--- src/rtl/hilo_div_ctrl_if.sv ---
// Bundle between the EX stage, the HI/LO sequencer and the restoring divider.
// The sequencer takes the slave view; the EX stage / divider side takes master.
interface hilo_div_ctrl_if;
    // EX-stage request side
    logic        req;
    logic [5:0]  funct;
    logic [31:0] opA;
    logic [31:0] opB;
    logic        stall;
    logic [31:0] rd_data;

    // Architectural HI/LO state and divide-by-zero flag
    logic [31:0] hi;
    logic [31:0] lo;
    logic        div_zero;

    // Divider side
    logic        div_reset;
    logic [5:0]  div_signal;
    logic [31:0] div_a;
    logic [31:0] div_b;
    logic [63:0] div_result;

    modport slave (
        input  req, funct, opA, opB, div_result,
        output stall, rd_data, hi, lo, div_zero,
               div_reset, div_signal, div_a, div_b
    );

    modport master (
        output req, funct, opA, opB, div_result,
        input  stall, rd_data, hi, lo, div_zero,
               div_reset, div_signal, div_a, div_b
    );
endinterface

--- src/rtl/hilo_div_ctrl.sv ---
// HI/LO register file and sequencer for the restoring divider.
// A DIVU holds the divider in DIVU for ITER cycles, pulses OUT for one cycle,
// then captures {remainder, quotient} into HI/LO while stalling EX throughout.
module hilo_div_ctrl #(
    parameter int unsigned ITER   = 33,
    parameter logic [5:0]  F_DIVU = 6'b011011,
    parameter logic [5:0]  F_OUT  = 6'b111111
) (
    input  logic            clk,
    input  logic            reset,
    hilo_div_ctrl_if.slave  bus
);

    localparam logic [5:0] F_MTHI = 6'b010001;
    localparam logic [5:0] F_MTLO = 6'b010011;
    localparam logic [5:0] F_MFHI = 6'b010000;
    localparam logic [5:0] F_MFLO = 6'b010010;
    localparam logic [5:0] F_IDLE = 6'b000000;

    localparam int unsigned CW = (ITER > 2) ? $clog2(ITER) : 1;
    localparam logic [CW-1:0] LAST = CW'(ITER - 1);

    typedef enum logic [1:0] {
        IDLE,
        RUN,
        XFER,
        CAPT
    } state_t;

    state_t        state;
    state_t        nextState;
    logic [CW-1:0] count;
    logic [5:0]    nextSignal;
    logic [5:0]    divSignal;
    logic [31:0]   hiReg;
    logic [31:0]   loReg;
    logic [31:0]   divA;
    logic [31:0]   divB;
    logic          divZero;
    logic          idleReq;
    logic          acceptDivu;

    // Requests are only honoured in IDLE; everything else is held off by stall.
    assign idleReq    = bus.req && (state == IDLE);
    assign acceptDivu = idleReq && (bus.funct == F_DIVU);

    // Next state and the divider code that goes with that state.
    always_comb begin
        nextState  = state;
        nextSignal = F_IDLE;
        case (state)
            IDLE: begin
                if (acceptDivu) begin
                    nextState = RUN;
                end
            end
            RUN: begin
                if (count == LAST) begin
                    nextState = XFER;
                end
            end
            XFER: nextState = CAPT;
            CAPT: nextState = IDLE;
            default: nextState = IDLE;
        endcase
        case (nextState)
            RUN:     nextSignal = F_DIVU;
            XFER:    nextSignal = F_OUT;
            default: nextSignal = F_IDLE;
        endcase
    end

    // State, iteration counter and a registered div_signal so it never glitches.
    always_ff @(posedge clk or negedge reset) begin
        if (!reset) begin
            state     <= IDLE;
            count     <= '0;
            divSignal <= F_IDLE;
        end else begin
            state     <= nextState;
            divSignal <= nextSignal;
            if (state == RUN) begin
                count <= count + 1'b1;
            end else begin
                count <= '0;
            end
        end
    end

    // Operand latch and sticky divide-by-zero flag, updated only on an accepted DIVU.
    always_ff @(posedge clk or negedge reset) begin
        if (!reset) begin
            divA    <= '0;
            divB    <= '0;
            divZero <= 1'b0;
        end else if (acceptDivu) begin
            divA    <= bus.opA;
            divB    <= bus.opB;
            divZero <= (bus.opB == 32'd0);
        end
    end

    // HI/LO: moves from EX while idle, divider result on the capture cycle.
    always_ff @(posedge clk or negedge reset) begin
        if (!reset) begin
            hiReg <= '0;
            loReg <= '0;
        end else if (state == CAPT) begin
            hiReg <= bus.div_result[63:32];
            loReg <= bus.div_result[31:0];
        end else if (idleReq && (bus.funct == F_MTHI)) begin
            hiReg <= bus.opA;
        end else if (idleReq && (bus.funct == F_MTLO)) begin
            loReg <= bus.opA;
        end
    end

    // Combinational read port for MFHI/MFLO.
    always_comb begin
        bus.rd_data = 32'd0;
        if (bus.funct == F_MFHI) begin
            bus.rd_data = hiReg;
        end else if (bus.funct == F_MFLO) begin
            bus.rd_data = loReg;
        end
    end

    assign bus.div_reset  = ~reset;
    assign bus.div_signal = divSignal;
    assign bus.div_a      = divA;
    assign bus.div_b      = divB;
    assign bus.div_zero   = divZero;
    assign bus.hi         = hiReg;
    assign bus.lo         = loReg;
    assign bus.stall      = (state != IDLE);

endmodule

--- src/flat_wrapper.sv ---
// flat-port wrapper written by rule: the top's interface ports become plain ports
module hilo_div_ctrl_flat 
#(
    parameter int unsigned ITER   = 33,
    parameter logic [5:0]  F_DIVU = 6'b011011,
    parameter logic [5:0]  F_OUT  = 6'b111111
)
  (clk, reset, bus_req, bus_funct, bus_opA, bus_opB, bus_div_result, bus_stall, bus_rd_data, bus_hi, bus_lo, bus_div_zero, bus_div_reset, bus_div_signal, bus_div_a, bus_div_b);
  hilo_div_ctrl_if bus_i ();
  input  logic clk;
  input  logic reset;
  input wire logic [$bits(bus_i.req)-1:0] bus_req;
  input wire logic [$bits(bus_i.funct)-1:0] bus_funct;
  input wire logic [$bits(bus_i.opA)-1:0] bus_opA;
  input wire logic [$bits(bus_i.opB)-1:0] bus_opB;
  input wire logic [$bits(bus_i.div_result)-1:0] bus_div_result;
  output wire logic [$bits(bus_i.stall)-1:0] bus_stall;
  output wire logic [$bits(bus_i.rd_data)-1:0] bus_rd_data;
  output wire logic [$bits(bus_i.hi)-1:0] bus_hi;
  output wire logic [$bits(bus_i.lo)-1:0] bus_lo;
  output wire logic [$bits(bus_i.div_zero)-1:0] bus_div_zero;
  output wire logic [$bits(bus_i.div_reset)-1:0] bus_div_reset;
  output wire logic [$bits(bus_i.div_signal)-1:0] bus_div_signal;
  output wire logic [$bits(bus_i.div_a)-1:0] bus_div_a;
  output wire logic [$bits(bus_i.div_b)-1:0] bus_div_b;
  assign bus_i.req = bus_req;
  assign bus_i.funct = bus_funct;
  assign bus_i.opA = bus_opA;
  assign bus_i.opB = bus_opB;
  assign bus_i.div_result = bus_div_result;
  assign bus_stall = bus_i.stall;
  assign bus_rd_data = bus_i.rd_data;
  assign bus_hi = bus_i.hi;
  assign bus_lo = bus_i.lo;
  assign bus_div_zero = bus_i.div_zero;
  assign bus_div_reset = bus_i.div_reset;
  assign bus_div_signal = bus_i.div_signal;
  assign bus_div_a = bus_i.div_a;
  assign bus_div_b = bus_i.div_b;
  hilo_div_ctrl #(.ITER(ITER), .F_DIVU(F_DIVU), .F_OUT(F_OUT)) u_core (.clk(clk), .reset(reset), .bus(bus_i));
endmodule
--- config.mk ---
export PLATFORM = sky130hd
export DESIGN_NAME = hilo_div_ctrl_flat
export DESIGN_NICKNAME = d
export VERILOG_FILES = /design/src/rtl/hilo_div_ctrl_if.sv /design/src/rtl/hilo_div_ctrl.sv /design/src/flat_wrapper.sv
export SDC_FILE = /design/constraint.sdc
export NUM_CORES = 1
export LEC_CHECK = 0
export ABC_CLOCK_PERIOD_IN_PS = 2800
export BUFFER_PORTS_ARGS = -buffer_cell sky130_fd_sc_hd__buf_2
export CAP_MARGIN = 15
export CORE_MARGIN = 5
export CORE_UTILIZATION = 30
export DETAILED_ROUTE_END_ITERATION = 6
export PLACE_DENSITY = 0.58
export SETUP_SLACK_MARGIN = 0.1
export SYNTH_ARGS = -nofsm -noshare
export SYNTH_HDL_FRONTEND = slang
export SYNTH_SLANG_ARGS = --single-unit
--- constraint.sdc ---
create_clock -name clk -period 2.8 [get_ports clk]
set_clock_uncertainty 0.1 [all_clocks]
set_input_delay 0.42 -clock clk [delete_from_list [all_inputs] [get_ports clk]]
set_output_delay 0.42 -clock clk [all_outputs]
set_load 0.02 [all_outputs]
## After elaboration in Yosys (flattened, before gate mapping)

Index checks and enable logic that the tools add are counted.

- Register bits after elaboration: 143
- Input bits: 137
- Output and inout bits: 169
- Logic and storage cells: 44

- $add $sub $neg: 1
- Equality and inequality tests: 12
- Muxes and demuxes: 12
- Bitwise logic cells: 1
- Reduce and logical (&&, ||, !) cells: 10

Operators with widths:

| kind | number |
|---|---|
| 32-bit 2-to-1 mux | 7 |
| 32-bit logical NOT | 1 |
| 6-bit by 5-bit == test with 1-bit output, second input constant | 5 |
| 6-bit case mux with 2 select lines | 1 |
| 2-bit case mux with 4 select lines | 1 |
| 6-bit by 1-bit adder with 6-bit output, second input constant | 1 |
| 2-bit == test, second input constant | 3 |
| 6-bit == test, second input constant | 1 |
| 6-bit 2-to-1 mux | 1 |
| 2-bit nonzero test | 3 |
| 2-bit by 1-bit == test with 1-bit output, second input constant | 2 |
| 1-bit logical AND | 4 |
| 2-bit 2-to-1 mux | 2 |
| 2-bit logical NOT | 1 |
| 2-bit by 1-bit != test with 1-bit output, second input constant | 1 |
| 2-bit AND reduction | 1 |
| 1-bit inverter | 1 |

## Logic depth before layout (Yosys ltp)

- Word-level depth: 7
- Mapped depth: 7
- Mapped depth without buffers: 7

## Worst setup path before layout

No wires, ideal clock.

- Path type: input-to-output
- From: input port bus_funct[2]
- To: output port bus_rd_data[10]
- Data arrival time: 1.786 ns
- Required time: 2.280 ns
- Path slack: 0.494 ns
- Cell stages on the path: 5
- Path buffers: 2
- Cells stage by stage: or3b_4 -> or3_1 -> clkbuf_1 -> clkbuf_1 -> nor2_1

- Cells in the longest elaborated chain, start to end: 3
- Elaborated cells between the ends (all ways): 4
- Those cells by class: 2 x eq/ne; 2 x mux

RTL lines:

| what | RTL line | text |
|---|---|---|
| start: declaration | flat_wrapper.sv:13 | `input wire logic [$bits(bus_i.funct)-1:0] bus_funct;` |
| 6-bit by 5-bit == test with 1-bit output | hilo_div_ctrl.sv:123 | `end else if (bus.funct == F_MFLO) begin` |
| 32-bit 2-to-1 mux | hilo_div_ctrl.sv:123 |  |
| 32-bit 2-to-1 mux (*) | hilo_div_ctrl.sv:121 | `if (bus.funct == F_MFHI) begin` |
| end: declaration | flat_wrapper.sv:18 | `output wire logic [$bits(bus_i.rd_data)-1:0] bus_rd_data;` |

Every way passes the cells marked *; elsewhere a longest branch is shown, timed or not.

## Final worst setup path

- From: input port bus_funct[2]
- To: output port bus_rd_data[16]

The elaborated chain is that of the path after synthesis.

==> impl_metrics.csv <==
group,metric,value,unit
outcome,outcome,"complete, no violations",
power,power.switching_fraction,28.8,%
clock_tree,tritoncts,"built",
detailed_routing,route.final.wire_length,20500,um
cells_and_area,most-common-layout-cells,"sky130_fd_sc_hd__buf_2, sky130_fd_sc_hd__dfrtp_1, sky130_fd_sc_hd__or2_2, sky130_fd_sc_hd__o221a_2, sky130_fd_sc_hd__mux2_4",
detailed_routing,routed_via_density,4.76,
detailed_routing,detailedRoute.firstPassIterationCount,4,
floorplan,die_x,158,um
setup_path,worst-path-max-fanout,17,
placed_design,dpl_cell_area,8430,um^2
clock_tree,cts.clk_slew.worst_paths,0.06,ns
global_routing,wire_length_of_the_first_global_routing_pass,30800,um
yosys,synth_cells,492,
worst_hold_path,min-delay-path-class,"in2reg",
yosys,synth.cell_area,6560,um^2
power,total_power_density_per_cell_area,723,nW/um^2
floorplan,die_height,158,um
setup_path,timing_worst_setup_path_type,"in2out",
power,share_clk_of_total_power,38.8,%
yosys,ys_seq_area_share,53.1,%
power,cellLeakagePower,4.71,nW
placed_design,gp_routability_congestion,0.755,
global_routing,grt_start_max_net_pins,73,
sta,grt_setup_unrepaired,"no",
clock_tree,holdBufCountCts,1,
floorplan,floorplan.initialDensity,30.2,%
sta,setup_total_negative_slack,0,ns
sta,report.final.setup_viol,0,
cells_and_area,leading_cell_type_in_the_layout_fill_and_taps_excluded,"sky130_fd_sc_hd__buf_2",
floorplan,design.die.area,24900,um^2
yosys,syn_avg_cell_area,13.3,um^2
setup_path,worstSetupStartpointType,"primary input",
cells_and_area,area_growth,38.8,%
sta,finalCritPeriodShare,86.1,%
detailed_routing,drt_iter0_drc,199,
cells_and_area,stdcell_area,9100,um^2
cells_and_area,drive_gt1_share,67.6,%
detailed_routing,detail_route.drc_violations,0,
floorplan,boundaryPins,306,
sta,hold_ws,0.156,ns
global_routing,grt_pass1_vias,5437,
detailed_routing,antenna_left,0,
setup_path,setup.worst_path.end_class,"output port",
power,pwr-share-seq,38.9,%
cells_and_area,insertedDiodeCount,0,
clock_tree,cts_resized,0,
clock_tree,clock_sinks,139,
yosys,syn-num-nets,632,
clock_tree,cts.path.max_buffers,2,
clock_tree,cts_setup_buffers,0,
yosys,yosysWarnings,0,
power,power.switching,1.89,mW
power,p_int,4.69,mW
power,pwr-share-comb,22.3,%
yosys,synth_seq_cells,139,
sta,timing.slew.headroom,39.2,%
floorplan,floorplan.rows,54,
global_routing,groute.usage.overall,15.9,%
sta,tightestPinTransition,0.913,ns
power,ir_drop,0.323,mV
detailed_routing,avgRoutedWirePerCell,18.8,um
sta,final.min_clock_period,2.41,ns
setup_path,worst-endpoint-required,2.28,ns
clock_tree,cts_buffers,17,
global_routing,initial_antenna_violation_count,0,
floorplan,core-area,21700,um^2
clock_tree,cts.root.buffer_cell,"sky130_fd_sc_hd__clkbuf_16",
global_routing,grt_overflow_total,0,
cells_and_area,design.final.nets,937,
clock_tree,insertion_delay,0.40,ns
sta,number_of_hold_violations_in_the_final_report,0,
setup_path,cp.arrival,1.89,ns
yosys,synth_cell_type_count,37,
sta,max_slew_vio_count,0,
setup_path,reg2reg_setup_slack,0.55,ns
run,cap_viol_max_count,0,
placed_design,port-buffer-count,305,
sta,timing.fmax,0.415,GHz
placed_design,dp_hpwl,15200,um
clock_tree,cts-htree-levels,4,
detailed_routing,routed-via-count,5178,
-- sequential cells by signal (all words and copies together) (netlist names) --
register               cells
u_core.bus.div_a          32
u_core.bus.div_b          32
u_core.bus.div_signal      2
u_core.count               6
u_core.bus.lo             32
u_core.bus.hi             32
u_core.bus.div_zero        1
u_core.state               2
-- critical path, cell delays in order --
cell and delay (ns):
sky130_fd_sc_hd__buf_2 0.10, sky130_fd_sc_hd__or3b_4 0.46, sky130_fd_sc_hd__or3_1 0.35, sky130_fd_sc_hd__buf_4 0.22, sky130_fd_sc_hd__nor2_1 0.13, sky130_fd_sc_hd__buf_2 0.17
-- cell families (layout without fill, tap and decap cells) --
logic type,Yosys count,count (layout),synth area share [%]
fa+ha+maj,3,3,0.573
mux,96,96,18.7
xor+xnor,3,3,0.401
buf+inv,44,360,3.57
flops,139,139,53.1
simple gates,132,132,11.3
compound gates,75,75,12.4
-- per-layer routing --
| metal | wire length [um] | track usage (%) | vias up |
|---|---|---|---|
| met2 | 9600 | 26.0 | 202 |
| met4 | 180 | 3.69 | 0 |
| li1 | - | - | 2420 |
| met5 | 0 | 0 | - |
| met1 | 9110 | 21.1 | 2545 |
| met3 | 1590 | 4.57 | 11 |
-- final timing paths --
kind	from	endpoint	depth (start not counted)
max	bus_funct[2]	bus_rd_data[16]	6
max reg2reg	u_core.state[1]	u_core.bus.div_b[29]	4
min	bus_opB[17]	u_core.bus.div_b[17]	2
min in group asynchronous	reset	u_core.count[4]	3
min reg2reg	u_core.count[0]	u_core.count[0]	1
max in group asynchronous	reset	u_core.bus.lo[19]	3
-- metrics by stage --
stage | utilization [%] | total power [mW] | setup WS [ns] | std cells
final | 42.0 | 6.58 | 0.391 | 1088
after detailed placement | 38.9 | 4.08 | 0.386 | 1057
after CTS | 42.0 | 6.69 | 0.378 | 1088
after global placement | 38.9 | 4.07 | 0.394 | 1057
after global routing | 42.0 | 6.90 | 0.313 | 1088
after floorplan | - | 3.45 | 0.494 | 492
-- cell usage after synthesis --
library cell	instances	area (um^2)
sky130_fd_sc_hd__nor4bb_1	1	10.0
sky130_fd_sc_hd__o21bai_1	2	15.0
sky130_fd_sc_hd__o21ai_0	1	5.00
sky130_fd_sc_hd__clkbuf_1	21	78.8
sky130_fd_sc_hd__o221a_2	60	676
sky130_fd_sc_hd__nand4_1	4	25.0
sky130_fd_sc_hd__or3b_4	1	11.3
sky130_fd_sc_hd__nor4b_1	1	8.76
sky130_fd_sc_hd__inv_1	6	22.5
sky130_fd_sc_hd__nand2_1	4	15.0
sky130_fd_sc_hd__a211oi_1	1	7.51
sky130_fd_sc_hd__buf_6	6	67.6
sky130_fd_sc_hd__buf_2	7	35.0
sky130_fd_sc_hd__or2_2	65	407
sky130_fd_sc_hd__nor4_1	8	50.1
sky130_fd_sc_hd__dfrtp_1	139	3480
sky130_fd_sc_hd__o221a_1	4	45.0
sky130_fd_sc_hd__xnor2_1	1	8.76
sky130_fd_sc_hd__xor2_1	2	17.5
sky130_fd_sc_hd__nor2b_1	2	12.5
sky130_fd_sc_hd__mux2_4	49	736
sky130_fd_sc_hd__nor3_1	1	5.00
sky130_fd_sc_hd__nor2_1	36	135
sky130_fd_sc_hd__nand2b_1	1	6.26
sky130_fd_sc_hd__nand3_1	2	10.0
sky130_fd_sc_hd__mux2i_1	32	320
sky130_fd_sc_hd__o31ai_1	2	15.0
sky130_fd_sc_hd__mux2_2	15	169
sky130_fd_sc_hd__a21oi_1	2	10.0
sky130_fd_sc_hd__a211o_1	1	8.76
sky130_fd_sc_hd__and2_1	1	6.26
sky130_fd_sc_hd__nor3b_1	1	7.51
sky130_fd_sc_hd__ha_1	3	37.5
sky130_fd_sc_hd__o41ai_2	2	32.5
sky130_fd_sc_hd__or3_1	3	18.8
sky130_fd_sc_hd__nand4bb_1	1	11.3
sky130_fd_sc_hd__buf_4	4	30.0
-- layout make-up --
class	instances	area (um^2)
Tap cell	280	350
Fill cell	2087	12600
Multi-Input combinational cell	309	2870
Clock inverter	11	219
Clock buffer	19	443
Inverter	6	22.5
Sequential cell	139	3480
Timing Repair Buffer	324	1720
-- power groups by stage --
stage	clock, mW	combinational (mW)	sequential (mW)
after global routing	2.72	1.57	2.61
after CTS	2.64	1.49	2.56
final	2.55	1.47	2.56
after detailed placement	0	1.49	2.59
after global placement	0	1.47	2.60
after floorplan	0	0.524	2.93
Power figures use the tool's default switching activity.
